**config.mk**
```make
export PLATFORM = sky130hd
export DESIGN_NAME = adcxx1s101_multi
export DESIGN_NICKNAME = d
export VERILOG_FILES = /design/src/rtl/adcxx1s101_multi.sv
export SDC_FILE = /design/constraint.sdc
export NUM_CORES = 1
export LEC_CHECK = 0
export CAP_MARGIN = 25
export CORE_ASPECT_RATIO = 1.5
export CORE_MARGIN = 2
export CORE_UTILIZATION = 35
export CTS_BUF_LIST = sky130_fd_sc_hd__clkbuf_8
export DETAILED_ROUTE_END_ITERATION = 16
export SETUP_SLACK_MARGIN = 0.02
export SLEW_MARGIN = 20
export SYNTH_ARGS = -nofsm -noshare
export SYNTH_HDL_FRONTEND = slang
export SYNTH_SLANG_ARGS = --single-unit
```
**constraint.sdc**
```tcl
create_clock -name clk -period 2.6 [get_ports clk]
set_input_delay 0.26 -clock clk [delete_from_list [all_inputs] [get_ports clk]]
set_output_delay 0.26 -clock clk [all_outputs]
set_load 0.02 [all_outputs]
```
**src/rtl/adcxx1s101_multi.sv**
```systemverilog
// Multi-channel controller for TI ADCXX1S101 ADCs sharing one chip-select and SCLK.
// Define ADC_SAMPLE_COUNT_EN to add the 16-bit sampleCount output.
module adcxx1s101_multi #(
  parameter int ADC_RES      = 12,
  parameter int NUM_CH       = 4,
  parameter int CONV_CYCLES  = 16,
  parameter int HOLD_CYCLES  = 3,
  parameter int QUIET_CYCLES = 4,
  parameter int INVERT_MISO  = 1
) (
  input  logic                      clk,
  input  logic                      reset,
  input  logic                      startCapture,
  input  logic                      freeRun,
  input  logic [7:0]                rateDiv,
  input  logic [NUM_CH-1:0]         miso,
  output logic                      cs,
  output logic [NUM_CH*ADC_RES-1:0] dataout,
  output logic                      dataValid,
  output logic                      conversionComplete,
  output logic                      busy
`ifdef ADC_SAMPLE_COUNT_EN
  ,
  output logic [15:0]               sampleCount
`endif
);

  localparam int TRAIL_CYCLES = CONV_CYCLES - HOLD_CYCLES - ADC_RES;

  if (CONV_CYCLES < HOLD_CYCLES + ADC_RES) begin : gBadConv
    $error("CONV_CYCLES must be at least HOLD_CYCLES + ADC_RES");
  end
  if (ADC_RES != 8 && ADC_RES != 10 && ADC_RES != 12) begin : gBadRes
    $error("ADC_RES must be 8, 10 or 12");
  end
  if (NUM_CH < 1 || NUM_CH > 8) begin : gBadCh
    $error("NUM_CH must be in 1..8");
  end
  if (HOLD_CYCLES < 1 || QUIET_CYCLES < 1) begin : gBadPhase
    $error("HOLD_CYCLES and QUIET_CYCLES must be at least 1");
  end

  typedef enum logic [2:0] {IDLE, LEAD, SHIFT, TRAIL, QUIET, GAP} stateT;

  stateT       stateReg, stateNext;
  logic [15:0] cntReg, cntNext;     // cycles remaining in the current phase, including this one
  logic        armedReg, armedNext;
  logic        runReg, runNext;     // current conversion was started by freeRun
  logic        loadReg, loadNext;   // last data bit was captured on the previous edge
  logic        csReg, busyReg, dataValidReg, ccReg;
  logic [NUM_CH*ADC_RES-1:0]      dataoutReg;
  logic [NUM_CH-1:0][ADC_RES-1:0] shiftReg, shiftNext;
  logic [NUM_CH-1:0]              misoBit;

  always_comb begin
    stateNext = stateReg;
    cntNext   = cntReg;
    armedNext = armedReg | startCapture;
    runNext   = runReg;
    loadNext  = 1'b0;
    case (stateReg)
      IDLE: begin
        if (freeRun) begin
          stateNext = LEAD;
          cntNext   = 16'(HOLD_CYCLES);
          runNext   = 1'b1;
        end else if (!startCapture && armedReg) begin
          stateNext = LEAD;
          cntNext   = 16'(HOLD_CYCLES);
          runNext   = 1'b0;
          armedNext = 1'b0;
        end
      end
      LEAD: begin
        if (cntReg == 16'd1) begin
          stateNext = SHIFT;
          cntNext   = 16'(ADC_RES);
        end else begin
          cntNext = cntReg - 16'd1;
        end
      end
      SHIFT: begin
        if (cntReg == 16'd1) begin
          loadNext = 1'b1;
          if (TRAIL_CYCLES == 0) begin
            stateNext = QUIET;
            cntNext   = 16'(QUIET_CYCLES);
          end else begin
            stateNext = TRAIL;
            cntNext   = 16'(TRAIL_CYCLES);
          end
        end else begin
          cntNext = cntReg - 16'd1;
        end
      end
      TRAIL: begin
        if (cntReg == 16'd1) begin
          stateNext = QUIET;
          cntNext   = 16'(QUIET_CYCLES);
        end else begin
          cntNext = cntReg - 16'd1;
        end
      end
      QUIET: begin
        if (cntReg == 16'd1) begin
          if (runReg && rateDiv != 8'd0) begin
            stateNext = GAP;
            cntNext   = {8'd0, rateDiv};
          end else begin
            stateNext = IDLE;
          end
        end else begin
          cntNext = cntReg - 16'd1;
        end
      end
      GAP: begin
        if (cntReg == 16'd1) begin
          stateNext = IDLE;
        end else begin
          cntNext = cntReg - 16'd1;
        end
      end
      default: stateNext = IDLE;
    endcase
  end

  assign misoBit = (INVERT_MISO != 0) ? ~miso : miso;

  genvar gi;
  for (gi = 0; gi < NUM_CH; gi++) begin : gCh
    assign shiftNext[gi] = (stateReg == SHIFT) ? {shiftReg[gi][ADC_RES-2:0], misoBit[gi]}
                                               : shiftReg[gi];
  end

  // cs and busy are registered from the next state so the ADC sees a glitch-free select
  always_ff @(posedge clk or negedge reset) begin
    if (!reset) begin
      stateReg <= QUIET;
      cntReg   <= 16'(QUIET_CYCLES);
      armedReg <= 1'b0;
      runReg   <= 1'b0;
      loadReg  <= 1'b0;
      csReg    <= 1'b1;
      busyReg  <= 1'b1;
      shiftReg <= '0;
    end else begin
      stateReg <= stateNext;
      cntReg   <= cntNext;
      armedReg <= armedNext;
      runReg   <= runNext;
      loadReg  <= loadNext;
      csReg    <= !(stateNext inside {LEAD, SHIFT, TRAIL});
      busyReg  <= (stateNext != IDLE);
      shiftReg <= shiftNext;
    end
  end

  always_ff @(posedge clk or negedge reset) begin
    if (!reset) begin
      dataoutReg   <= '0;
      dataValidReg <= 1'b0;
      ccReg        <= 1'b1;
    end else begin
      dataValidReg <= loadReg;
      if (loadReg) begin
        dataoutReg <= shiftReg;
      end
      if (loadReg && !runReg && !startCapture) begin
        ccReg <= 1'b0;
      end else if (startCapture && !ccReg) begin
        ccReg <= 1'b1;
      end
    end
  end

`ifdef ADC_SAMPLE_COUNT_EN
  logic [15:0] sampleCountReg;
  always_ff @(posedge clk or negedge reset) begin
    if (!reset) begin
      sampleCountReg <= 16'd0;
    end else if (loadReg) begin
      sampleCountReg <= sampleCountReg + 16'd1;
    end
  end
  assign sampleCount = sampleCountReg;
`endif

  assign cs                 = csReg;
  assign busy               = busyReg;
  assign dataout            = dataoutReg;
  assign dataValid          = dataValidReg;
  assign conversionComplete = ccReg;

endmodule
```
### Yosys cells after proc, flatten, opt, wreduce, memory -nomap -nowiden

Index checks and enable logic that the tools add are counted.

* register bits after elaboration: 122
* input bits: 16
* output and inout port bits: 52
* word-level logic and storage cells: 74

* $add $sub $neg: 1
* equal/unequal tests: 12
* mux-type cells: 27
* bitwise gates (word level): 2
* reduce and logical (&&, ||, !) cells: 18

Operators by type and width (count)
* 2-to-1 mux 16 bit: 8
* case mux 16 bit (6 select lines): 1
* 2-to-1 mux 3 bit: 8
* case mux 3 bit (6 select lines): 1
* equality test 16 x 1 -> 1 bit, second input constant: 1
* subtractor 16 x 1 -> 16 bit, second input constant: 1
* equality test 3 x 2 -> 1 bit, second input constant: 4
* 2-to-1 mux 1 bit: 9
* nonzero test 8 bit: 1
* equality test 3 x 1 -> 1 bit, second input constant: 2
* equality test 3 bit, second input constant: 2
* inequality test 3 bit, second input constant: 2
* nonzero test 3 bit: 2
* nonzero test 6 bit: 1
* logical AND 1 bit: 5
* zero test 1 bit: 4
* NOT 4 bit: 1
* AND reduction 4 bit: 1
* nonzero test 2 bit: 2
* zero test 3 bit: 1
* inequality test 2 bit, second input constant: 1
* AND reduction 2 bit: 1
* OR 1 bit: 1

### Depth between registers and ports, before layout

Gate-level depths: netlist of the first run.

* depth in word-level cells: 8
* gate-level depth with buffers: 9
* gate-level depth less buffers: 8

### Least setup slack after synthesis of the first run

OpenSTA, ideal clock, no wires.

* kind: reg-to-reg
* from: register cntReg[1]
* to: register cntReg[11]
* library setup time: 0.124 ns
* arrival: 2.195 ns
* required time: 2.476 ns
* slack: 0.281 ns
* stages on the path, launching flop included: 8
* buffers on the path: 0
* period minus slack after synthesis: 2.319 ns
* path through: dfrtp_1 -> inv_1 -> ha_1 -> or4b_2 -> nor4_2 -> a211oi_1 -> and3b_1 -> a211o_1

* word-level cells in the longest chain between the ends: 3
* elaborated cells on any way between the ends: 11
* those cells by class: add/sub: 1; eq/ne: 3; mux: 6; reduce/logical: 1

Ends and longest elaborated chain
* from (decl): RTL line 46 `logic [15:0] cntReg, cntNext;`
* from (signal assigned): RTL line 139 `cntReg <= 16'(QUIET_CYCLES);`
* from (signal assigned): RTL line 148 `cntReg <= cntNext;`
* subtractor 16 x 1 -> 16 bit / equality test 16 x 1 -> 1 bit (equally long branches)
* 2-to-1 mux 16 bit, or another cell as far along: RTL line 117 `if (cntReg == 16'd1) begin`
* case mux 16 bit (6 select lines) / AND reduction 4 bit (equally long branches)

Several ways; a longest one is shown, not always the timed one. The select of a mux whose other input is x is not followed.
A chain may end at the register's enable or synchronous reset.

### Worst setup path in the final report of the first run

Same ends and word-level chain as after synthesis.

==> results of run 1 <==
kinds of logic after synthesis:
family	synth area share, %
multiplexers	10.28
buffers and inverters	2.618
AO/OA/AOI/OAI	8.498
XOR/XNOR	0.6666
adder cells (fa/ha/maj)	0.4760
flip-flops	58.20
AND/OR/NAND/NOR	19.26
final timing paths:
kind / startpoint / to / slack (ns) / cells after the start
min reg2reg: shiftReg[47] / shiftReg[47] / 0.47 / 2
max in group asynchronous: reset / cs / 1.39 / 3
min: reset / dataout[14] / 0.42 / 2
max: cntReg[1] / cntReg[11] / 0.15 / 7
min in group clk: miso[0] / shiftReg[0] / 0.42 / 2
max reg2reg: cntReg[1] / cntReg[11] / 0.15 / 7
cells in the final DEF, fill, tap and decap left out, types with 10 or more instances in the layout:
| cell type | instances |
|---|---|
| o21ai_0 | 26 |
| mux2_2 | 48 |
| buf_4 | 15 |
| a21oi_1 | 11 |
| nor2_1 | 20 |
| clkbuf_8 | 20 |
| nand2_1 | 154 |
| dfrtp_1 | 116 |
| a31oi_1 | 10 |
| clkdlybuf4s50_1 | 66 |
per-layer routing:
layer / vias up / track usage, %
met2: 86 / 28.45
met5: - / 0
met4: 0 / 7.336
li1: 1897 / -
met1: 1962 / 18.58
met3: 22 / 3.561
sequential cells by signal, summed over array words and instances, names as in the netlist:
register	flops
stateReg	3
cs	1
busy	1
dataValid	1
runReg	1
cntReg	16
shiftReg	48
dataout	48
conversionComplete	1
armedReg	1
loadReg	1
stage by stage:
stage / hold WS, ns / util (%)
2_1_floorplan: -0.03559 / -
3_3_place_gp: 0.3294 / 42.42
3_5_place_dp: 0.3376 / 42.42
4_1_cts: 0.3931 / 45.48
5_1_grt: 0.3908 / 45.68
6_report: 0.4189 / 45.68
power by group through the flow:
stage / Combinational (W) / Clock, W / Sequential [W]
6_report: 0.0000870 / 0.00183 / 0.00190
5_1_grt: 0.0000982 / 0.00196 / 0.00190
4_1_cts: 0.0000907 / 0.00188 / 0.00190
3_5_place_dp: 0.0000891 / 0 / 0.00194
3_3_place_gp: 0.0000888 / 0 / 0.00194
2_1_floorplan: 0.0000140 / 0 / 0.00194
worst max-delay path, stage by stage (launching register included):
cell     delay [ns]
dfrtp_1        0.41
inv_1          0.11
ha_1           0.17
or4b_2         0.70
nor4_1         0.32
buf_4          0.25
nor4_1         0.10
a211o_1        0.30
cell type report:
class	count	area [um^2]
fill	1443	7928
sequential	122	3060
multi-input combinational	352	2078
timing repair buffer	84	823.3
clock buffer	20	275.3
tap	196	245.2
clock inverter	12	161.4
inverter	6	22.52
repair_timing:
item | in CTS | in global routing
endpoints found under the setup margin | 0 | 1
endpoints found under the hold margin | 46 | 0
gates resized for setup | 0 | 1
hold buffers | 1 | 0
==> summary.md, run 1 <==
| Metric | Value |
|---|---|
| Status | `complete, no violations` |
| Initial Util | `36.02%` |
| Vias per Instance | `5.009` |
| Via count | `3967` |
| Commonest cells post-synth | `nand2_1 (154), dfrtp_1 (117), mux2_2 (48)` |
| Root Buffer Master | `clkbuf_8` |
| Count leader, synth | `nand2_1` |
| Critical path peak fanout | `10` |
| First-pass GRT wire length | `20530 um` |
| Clock power share | `47.9%` |
| Syn Std Cell Area | `5256 um^2` |
| Synth top area cells | `dfrtp_1 (56%), nand2_1 (11%), mux2_2 (10%)` |
| Final antenna-violating net count | `0` |
| WL/cell | `15.61 um` |
| Total chip power | `0.003819 W` |
| Area grow syn2layout | `26.83%` |
| Slew Viols, Final | `0` |
| M1 wire length | `5197 um` |
| Top layer in use | `met4` |
| Final HPWL DP | `8567 um` |
| Drt pass-1 iters | `4` |
| GRT overflow | `0` |
| Worst rel slew slack | `54.67%` |
| Worst EP required | `2.90 ns` |
| Finished layout cell area | `6666 um^2` |
| Final number of setup-violating endpoints | `0` |
| Placed Area | `6191 um^2` |
| # diodes | `0` |
| Internal | `0.002969 W` |
| Final period util | `94.41%` |
| CTS sink count | `122` |
| Critical Path AT | `2.75 ns` |
| Seq cells post-synth | `122` |
| Hold Fails Final Rpt | `0` |
| Met2 routed WL | `6496 um` |
| Period minus WS final | `2.455 ns` |
| Die ar. | `16030 um^2` |
| Worst Hold Class | `primary input to async pin` |
| DRC | `0` |
| Fin worst setup slack | `0.1455 ns` |
| Combinational power share | `2.3%` |
| Yosys Warn Count | `0` |
| Worst-Margin Slew | `0.6799 ns` |
| Worst-case clock buffer depth | `2` |
| Distinct cells, synth | `50` |
| Drt initial violations | `309` |
| Worst skew pair latency | `0.42 ns` |
| Setup repair after global routing missed its margin | `yes` |
| Die H | `154.1 um` |
| Rows | `54` |
| # IOs | `68` |
| P per Cell Area | `572.8 nW/um^2` |
| Final GP Congestion | `0.8697` |
| Seq pwr share | `49.8%` |
| Total Neg Setup Slack | `0 ns` |
| Pre-CTS WS | `0.1723 ns` |
| Dominant cell type by area after synthesis | `dfrtp_1` |
| Lkg Pwr | `3.181 nW` |
| WL final | `12360 um` |
| Post-CTS Setup Bufs | `0` |
| H-tree Lvls | `4` |
| Nets | `601` |
| Final std cells w/o fill | `792` |
| CP endpoint kind | `flop` |
| Post-synth ARST share | `100.0%` |
| Fraction of layout cells with a size suffix above 1 | `19.30%` |
| Worst clock skew | `0.007641 ns` |
| Total CTS buffers | `17` |
| Startpoint Class | `flop` |
| Number of synthesized flops with an enable pin | `0` |
| CTS tree | `yes` |
| Vias in the first global route | `4065` |
| Top FF cell, synth | `dfrtp_1` |
| Net load switching power | `0.0008498 W` |
| Synth Net Count | `524` |
| Fmax | `0.4074 GHz` |
| Max cap viols | `0` |
| Post-synth top area share | `55.70%` |
| Crit Path Class | `flop to flop` |
| Placed insts | `758` |
| Average size of a mapped cell | `10.39 um^2` |
| Sequential cell area fraction in the yosys report | `58.20%` |
| Total track usage | `16.11%` |
| Worst vdd ir | `280.7 uV` |
| Largest net degree at the start of global routing | `56` |
| Die Span X | `104.1 um` |
| Met3 wire length | `380 um` |
| Initial antenna violation count | `0` |
| Switching Fraction | `22.26%` |
| Synth Instances | `506` |
| Core outline area | `14590 um^2` |
| Port bufs | `67` |
| Clock transition at path regs | `0.07 ns` |
(Power assumes the default switching activity.)
==> run 2: changes to the inputs <==
SKIP_CTS_REPAIR_TIMING = 1   (was unset)
SKIP_LAST_GASP = 1   (was unset)
==> run 2 against run 1 <==
Net effect:
- final cell count is the same
- flip-flop and latch count did not move
- register-to-register slack about the same
- first-iteration DRC count decreased by 11%
- count of clock-buffer cells in the layout unchanged
- combinational power hardly changed
- global-route usage barely moved
- non-clock buffer count is the same
- maximum frequency up 0.45%
- largest cell class unchanged
==> summary.md, run 2 (same netlist as run 1, synthesis figures left out) <==
| Metric | Value |
|---|---|
| CP cell instances | `inv_1 > ha_1 > or4b_2 > nor4_1 > buf_4 > nor4_1 > a211o_1` |
| Hold Fails Final Rpt | `0 (unchanged)` |
| DRC | `0 (unchanged)` |
| Initial Util | `36.02% (unchanged)` |
| Worst-Margin Slew | `0.6798 ns (-0.00006485 ns)` |
| Total Neg Setup Slack | `0 ns (unchanged)` |
| Status | `complete, no violations` |
| FF-to-FF path depth | `7 (unchanged)` |
| Combinational power share | `2.3% (about the same)` |
| Critical Path AT | `2.74 ns (about the same)` |
| Period minus WS final | `2.444 ns (-0.01104 ns)` |
| Vias in the first global route | `4057 (-0.20%)` |
| CP bufs+invs | `2 (unchanged)` |
| CTS tree | `yes` |
| Fraction of layout cells with a size suffix above 1 | `19.30% (unchanged)` |
| Initial antenna violation count | `0 (unchanged)` |
| Rows | `54 (unchanged)` |
| Switching Fraction | `22.24% (about the same)` |
| Startpoint Class | `flop` |
| Final number of setup-violating endpoints | `0 (unchanged)` |
| Die Span X | `104.1 um (unchanged)` |
| Slew Viols, Final | `0 (unchanged)` |
| Worst EP required | `2.90 ns (about the same)` |
| Core outline area | `14590 um^2 (unchanged)` |
| Total chip power | `0.003818 W (about the same)` |
| Met3 wire length | `381 um (+0.26%)` |
| WL final | `12340 um (-0.18%)` |
| Total track usage | `16.09% (-0.018 points)` |
| Worst skew pair latency | `0.42 ns (about the same)` |
| Lkg Pwr | `3.181 nW (unchanged)` |
| Nets | `601 (unchanged)` |
| M1 wire length | `5147 um (-0.96%)` |
| Die H | `154.1 um (unchanged)` |
| Port bufs | `67 (unchanged)` |
| Via count | `3948 (-0.48%)` |
| Final GP Congestion | `0.8697 (unchanged)` |
| Top layer in use | `met4` |
| Crit-path leading delay family | `simple AND/OR/NAND/NOR gates` |
| H-tree Lvls | `4 (unchanged)` |
| CP max-delay cell | `or4b_2` |
| P per Cell Area | `572.7 nW/um^2 (about the same)` |
| GRT overflow | `0 (unchanged)` |
| Die ar. | `16030 um^2 (unchanged)` |
| Largest net degree at the start of global routing | `56 (unchanged)` |
| Seq pwr share | `49.8% (about the same)` |
| Final period util | `93.98% (-0.42 points)` |
| CP endpoint kind | `flop` |
| First-pass GRT wire length | `20510 um (-0.14%)` |
| Crit path depth | `7 (unchanged)` |
| Root Buffer Master | `clkbuf_8` |
| Clock power share | `47.9% (about the same)` |
| Fmax | `0.4092 GHz (+0.45%)` |
| Worst rel slew slack | `54.68% (about the same)` |
| Worst clock skew | `0.008192 ns (+0.0005513 ns)` |
| Critical path peak fanout | `10 (unchanged)` |
| Clock transition at path regs | `0.07 ns (about the same)` |
| Setup repair after global routing missed its margin | `yes` |
| # diodes | `0 (unchanged)` |
| Worst Hold Class | `primary input to async pin` |
| Worst vdd ir | `281.1 uV (+0.14%)` |
| Worst-case clock buffer depth | `2 (unchanged)` |
| Final antenna-violating net count | `0 (unchanged)` |
| Final std cells w/o fill | `792 (unchanged)` |
| WL/cell | `15.58 um (-0.18%)` |
| Total CTS buffers | `17 (unchanged)` |
| Vias per Instance | `4.985 (-0.48%)` |
| Final HPWL DP | `8567 um (unchanged)` |
| Net load switching power | `0.0008491 W (about the same)` |
| Crit Path Class | `flop to flop` |
| Area grow syn2layout | `26.83% (unchanged)` |
| Most frequent CP cell | `nor4_1` |
| Commonest non-fill, non-tap cells in the layout | `nand2_1 (154), dfrtp_1 (116), clkdlybuf4s50_1 (66), mux2_2 (48), o21ai_0 (26)` |
| Drt initial violations | `275 (-11%)` |
| Met2 routed WL | `6526 um (+0.46%)` |
| Pre-CTS WS | `0.1723 ns (unchanged)` |
| Placed insts | `758 (unchanged)` |
| Drt pass-1 iters | `4 (unchanged)` |
| Internal | `0.002969 W (about the same)` |
| CTS sink count | `122 (unchanged)` |
| Worst path max stage delay | `0.70 ns (about the same)` |
| Commonest non-fill, non-tap cell in the layout | `nand2_1` |
| Max cap viols | `0 (unchanged)` |
| # IOs | `68 (unchanged)` |
| Fin worst setup slack | `0.1565 ns (+0.01104 ns)` |
## run 2: cell counts in the layout (fill, tap and decap cells not counted)
No cell type changed its count.
## run 2: routing by layer
| layer | GRT usage [%] | vias to the layer above |
|---|---|---|
| met5 | 0 | - |
| met1 | 18.55 | 1946 |
| met3 | 3.603 | 20 |
| met4 | 7.336 | 0 |
| met2 | 28.38 | 87 |
| li1 | - | 1895 |
## run 2: power by group through the flow
stage	Combinational (W)	Sequential, W	Clock, W
final	0.0000867	0.00190	0.00183
after global routing	0.0000982	0.00190	0.00196
after CTS	0.0000895	0.00190	0.00188
after detailed placement	0.0000891	0.00194	0
after global placement	0.0000888	0.00194	0
after floorplan	0.0000140	0.00194	0
## run 2: area by class of cell
cell class / instances / area [um^2]
clock buffers: 20 / 275.3
clock inverters: 12 / 161.4
fillers: 1443 / 7928
inverters: 6 / 22.52
multi-input cells: 352 / 2078
flip-flops and latches: 122 / 3060
well taps: 196 / 245.2
repair buffers: 84 / 823.3
## run 2: worst paths after layout
kind                              start           end  slack (ns)
max                           cntReg[1]    cntReg[11]        0.16
min                               reset   dataout[14]        0.42
max reg2reg                   cntReg[1]    cntReg[11]        0.16
min reg2reg                shiftReg[47]  shiftReg[47]        0.47
max in group asynchronous         reset            cs        1.40
min in group clk                miso[0]   shiftReg[0]        0.42
## run 2: stage by stage
stage	area (um^2)	util, %	hold slack (ns)
finish	6666	45.68	0.4191
global route	6666	45.68	0.3908
detailed placement	6191	42.42	0.3376
global placement	6191	42.42	0.3294
floorplan	5256	-	-0.03559
CTS	6628	45.41	-0.1271
## run 2: worst reg2reg max path: stages, from the launching register on
cell	delay, ns
dfrtp_1	0.41
inv_1	0.11
ha_1	0.17
or4b_2	0.70
nor4_1	0.31
buf_4	0.25
nor4_1	0.10
a211o_1	0.29
==> run 3: changes to the inputs <==
MAX_ROUTING_LAYER = met4   (was unset)
==> run 3 against run 2 <==
Net effect:
- worst setup slack better by 0.092 ns
- utilization is 0.33 points higher
- design area is 0.73% higher
- clock skew is 0.0058 ns higher
==> summary.md, run 3 (same netlist as run 1, synthesis figures left out) <==
| Metric | Value |
|---|---|
| Fillers | `1407 (-2.5%)` |
| Via count | `3961 (+0.33%)` |
| Final number of setup-violating endpoints | `0 (unchanged)` |
| Crit. Startpoint | `cntReg[10]` |
| Worst clock skew | `0.01397 ns (+0.005776 ns)` |
| R2R setup slack | `0.25 ns (+0.09 ns)` |
| Worst skew pair latency | `0.43 ns (about the same)` |
| M3 GR Usage | `4.451% (+0.85 points)` |
| Commonest non-fill, non-tap cell in the layout | `nand2_1` |
| Die ar. | `16030 um^2 (unchanged)` |
| H-tree Lvls | `4 (unchanged)` |
| Die H | `154.1 um (unchanged)` |
| GRT overflow | `0 (unchanged)` |
| Initial antenna violation count | `0 (unchanged)` |
| Status | `complete, no violations` |
| Total Neg Setup Slack | `0 ns (unchanged)` |
| CTS sink count | `122 (unchanged)` |
| Final antenna-violating net count | `0 (unchanged)` |
| Fmax | `0.4253 GHz (+3.9%)` |
| CP max-delay cell | `or4_1` |
| Worst R2R Start | `cntReg[10]` |
| P per Cell Area | `576.1 nW/um^2 (+0.60%)` |
| Worst EP required | `2.91 ns (about the same)` |
| CP cell instances | `or4_1 > nor4_1 > buf_4 > a211oi_1 > and3b_1 > a211o_1` |
| R2r endpoint | `cntReg[11]` |
| Commonest non-fill, non-tap cells in the layout | `nand2_1 (154), dfrtp_1 (116), clkdlybuf4s50_1 (66), mux2_2 (48), o21ai_0 (26)` |
| Initial Util | `36.02% (unchanged)` |
| WL final | `12260 um (-0.64%)` |
| Max cap viols | `0 (unchanged)` |
| Slew Viols, Final | `0 (unchanged)` |
| Final HPWL DP | `8511 um (-0.65%)` |
| Drt pass-1 iters | `4 (unchanged)` |
| CTS tree | `yes` |
| Final GP Congestion | `0.8868 (+2.0%)` |
| First-pass GRT wire length | `20360 um (-0.71%)` |
| Met2 usage | `27.66% (-0.72 points)` |
| Lkg Pwr | `3.206 nW (+0.77%)` |
| Critical Path AT | `2.66 ns (-0.08 ns)` |
| Clock transition at path regs | `0.08 ns (about the same)` |
| Total CTS buffers | `17 (unchanged)` |
| Final core occ | `46.01% (+0.33 points)` |
| Worst-Margin Slew | `0.7883 ns (+0.1085 ns)` |
| Vias per Instance | `4.982 (about the same)` |
| CP endpoint kind | `flop` |
| Crit Path Class | `flop to flop` |
| GR peak layer | `met2` |
| Nets | `604 (+0.50%)` |
| # diodes | `0 (unchanged)` |
| # IOs | `68 (unchanged)` |
| Area grow syn2layout | `27.76%` |
| Worst vdd ir | `257.5 uV (-8.4%)` |
| Total track usage | `16.49% (+0.40 points)` |
| Worst path max stage delay | `0.74 ns (+0.04 ns)` |
| Worst rel slew slack | `46.96% (-7.7 points)` |
| Worst Hold Class | `primary input to async pin` |
| Largest net degree at the start of global routing | `73 (+30%)` |
| Worst-case clock buffer depth | `2 (unchanged)` |
| Fraction of layout cells with a size suffix above 1 | `19.70% (+0.40 points)` |
| Period minus WS final | `2.351 ns (-0.09213 ns)` |
| Critical path peak fanout | `11 (+1)` |
| Final period util | `90.44% (-3.5 points)` |
| DRC | `0 (unchanged)` |
| Root Buffer Master | `clkbuf_8` |
| FF-to-FF path depth | `6 (-1)` |
| Port bufs | `67 (unchanged)` |
| Met1 usage | `18.94% (+0.39 points)` |
| WL/cell | `15.42 um (-1.0%)` |
| Rows | `54 (unchanged)` |
| Setup repair after global routing missed its margin | `no` |
| Startpoint Class | `flop` |
| Vias in the first global route | `3908 (-3.7%)` |
| Core outline area | `14590 um^2 (unchanged)` |
| Drt initial violations | `193 (-30%)` |
| Hold Fails Final Rpt | `0 (unchanged)` |
| Die Span X | `104.1 um (unchanged)` |
## run 3: report_power, final
| group | internal, W | switching, W |
|---|---|---|
| Sequential | 0.00190 | 0.00000356 |
| Combinational | 0.0000322 | 0.0000547 |
| Clock | 0.00107 | 0.000813 |
| Total | 0.00300 | 0.000871 |
## run 3: metal layers
metal / part of all wire (%) / vias up
li1: - / 1900
met1: 43 / 1963
met2: 51 / 78
met3: 3.3 / 20
met4: 2.4 / 0
met5: 0 / -
## run 3: how the worst max path moves through the flow
stage,endpoint,slack (ns),cells after the start
2_1_floorplan,cntReg[11],0.28,7
3_3_place_gp,cntReg[11],0.25,7
3_5_place_dp,cntReg[11],0.19,7
4_1_cts,cntReg[11],0.17,7
5_1_grt,cntReg[12],0.1,7
6_report,cntReg[11],0.25,6
## run 3: per-stage QoR
step           area (um^2)  worst slack (ns)  hold slack (ns)  power (W)  instances
2_1_floorplan         5256            0.2808         -0.03559   0.001951        506
3_3_place_gp          6226            0.2539           0.1745   0.002027        761
3_5_place_dp          6246            0.1949           0.1797   0.002028        762
4_1_cts               6693            0.1655          -0.3093   0.003931        794
5_1_grt               6715           0.09605           0.2832   0.004020        795
6_report              6715            0.2486           0.2828   0.003869        795
## run 3: worst max-delay path, delay by kind of cell, from the launching register on
kind,cells,cell delay [ns]
AND/OR/NAND/NOR,3,1.27
flip-flops,1,0.43
AO/OA/AOI/OAI,2,0.32
buffers and inverters,1,0.23
## run 3: cell type report
type	count	area (um^2)	area share (%)
sequential	122	3060	45.57
multi-input combinational	352	2082	31.00
timing repair buffer	87	858.3	12.78
tap	196	245.2	3.652
clock buffer	17	234.0	3.484
clock inverter	15	212.7	3.168
inverter	6	22.52	0.3354
==> edit (config.mk and constraints of run 3) <==
Take the reset off `shiftReg` and load it in a clocked block of its own.
--- a/src/rtl/adcxx1s101_multi.sv
+++ b/src/rtl/adcxx1s101_multi.sv
@@ -143,5 +143,4 @@
       csReg    <= 1'b1;
       busyReg  <= 1'b1;
-      shiftReg <= '0;
     end else begin
       stateReg <= stateNext;
@@ -152,6 +151,9 @@
       csReg    <= !(stateNext inside {LEAD, SHIFT, TRAIL});
       busyReg  <= (stateNext != IDLE);
-      shiftReg <= shiftNext;
     end
+  end
+
+  always_ff @(posedge clk) begin
+    shiftReg <= shiftNext;
   end
 
Function: no difference found for any inputs over 10 cycles, from zero or initial values and one cycle with reset low; that may be too few to reach the edited logic, so the function may still have changed.
==> edit against run 3 <==
Utilization about the same; final area down 4.5%; sequential share of layout area is 5.9 points higher; power decreased by 3.5%; area after synthesis shrank 5.4%; sequential cell count stayed put; setup slack got worse by 0.11 ns; wire length fell by 9.7%; critical endpoint is now cntReg[13]; highest routed layer unchanged.
==> edit: results (changes against run 3) <==
stage,metric,value,unit,change
run_status,status,"finished, final reports clean",,
sta,slew_headroom,54.2,%,+7.3 points
cells_and_area,fin_nets,468,,-23%
placement,place_hpwl,7.85,mm,-7.7%
sta,skew,0.0122,ns,-0.00179 ns
global_routing,gr-usage-met1,19.3,%,+0.35 points
pwr,peakVddDrop,0.000292,V,+13%
worst_setup_path,arrival,2.76,ns,+0.10 ns
placement,gp_congestion,0.898,,+1.2%
placement,placed_area,6000,µm²,-3.9%
worst_setup_path,cpPeakStageDelay,0.59,ns,-0.15 ns
synth,syn_nets,365,,-30%
drt,vias_per_cell,5.28,,+5.9%
global_routing,grt_max_degree,53,,-27%
cells_and_area,fin_area,6410,µm²,-4.5%
global_routing,use_met3,3.36,%,-1.1 points
synth,ys_top_cells_by_area,"dfrtp_1 (35%), edfxtp_1 (29%), mux2_2 (11%), dfstp_2 (2.6%), o21ai_0 (1.4%)",,
global_routing,grt.total_usage,16.0,%,-0.52 points
drt,wl,11.1,mm,-9.7%
synth,synthArstFlopShare,60.7,%,-39 points
pwr,p_leak,2.66,nW,-17%
drt,dr.pass1.iters,5,,+1
synth,seq_area_frac_synth,66.4,%,+8.2 points
global_routing,grt_first_pass_wirelength,17.9,mm,-12%
drt,dr.first_iter.drc_count,188,,-2.6%
pwr,p_switching,0.000832,W,-4.5%
worst_hold_path,hp-class,input pin to flip-flop,,
global_routing,grt.met2_usage,25.7,%,-2.0 points
synth,ys_top_cells_by_count,"dfrtp_1 (69), edfxtp_1 (48), mux2_2 (48)",,
==> edit: changes by cell type after synthesis, moves of 12 or more <==
cell	before	now
clkbuf_1	18	6
dfrtp_1	117	69
nand2_1	154	13
edfxtp_1	0	48
o21ai_0	26	14
==> edit: worst paths after layout <==
path | startpoint | end | slack (ns) | cells after the start
min | miso[3] | shiftReg[36] | 0.38 | 2
max | cntReg[4] | cntReg[13] | 0.14 | 6
max in group asynchronous | reset | cs | 1.45 | 3
min in group asynchronous | reset | dataout[15] | 0.42 | 2
min reg2reg | shiftReg[10] | shiftReg[11] | 0.45 | 0
max reg2reg | cntReg[4] | cntReg[13] | 0.14 | 6
==> edit: cell families after synthesis <==
group	after synthesis	synth area share, %
muxes	50	11.3
xor gates and xnor gates	4	0.705
buffers and inverters	30	2.59
DFF	122	66.4
AOI/OAI and AO/OA	65	9.87
and+or+nand+nor	74	8.68
adders and majority gates	2	0.503
==> edit: layout make-up <==
type,count,share of cell area [%]
clock buffers,18,3.86
clock inverters,14,2.28
inverters,17,0.995
multi-input cells,195,24.2
flip-flops and latches,122,51.5
well taps,165,3.22
repair buffers,97,14.0
==> edit: routing by layer <==
layer / wire length (µm) / share of wire, %
met3: 421 / 3.8
met2: 5650 / 51
met4: 240 / 2.2
met1: 4770 / 43
met5: 0 / 0
==> edit: power groups by stage <==
stage	registers [W]	clock network [W]	logic [W]
2_1_floorplan	0.00203	0	0.0000110
3_3_place_gp	0.00203	0	0.0000676
3_5_place_dp	0.00203	0	0.0000690
4_1_cts	0.00199	0.00173	0.0000692
5_1_grt	0.00199	0.00182	0.0000756
6_report	0.00199	0.00167	0.0000667
==> edit: per-stage QoR <==
step | instances | hold WS, ns | setup WS [ns]
global placement | 594 | 0.350 | 0.164
floorplan | 347 | -0.0356 | 0.140
detailed placement | 594 | 0.364 | 0.124
finish | 628 | 0.385 | 0.136
global route | 628 | 0.358 | 0.0385
CTS | 626 | -0.110 | 0.103
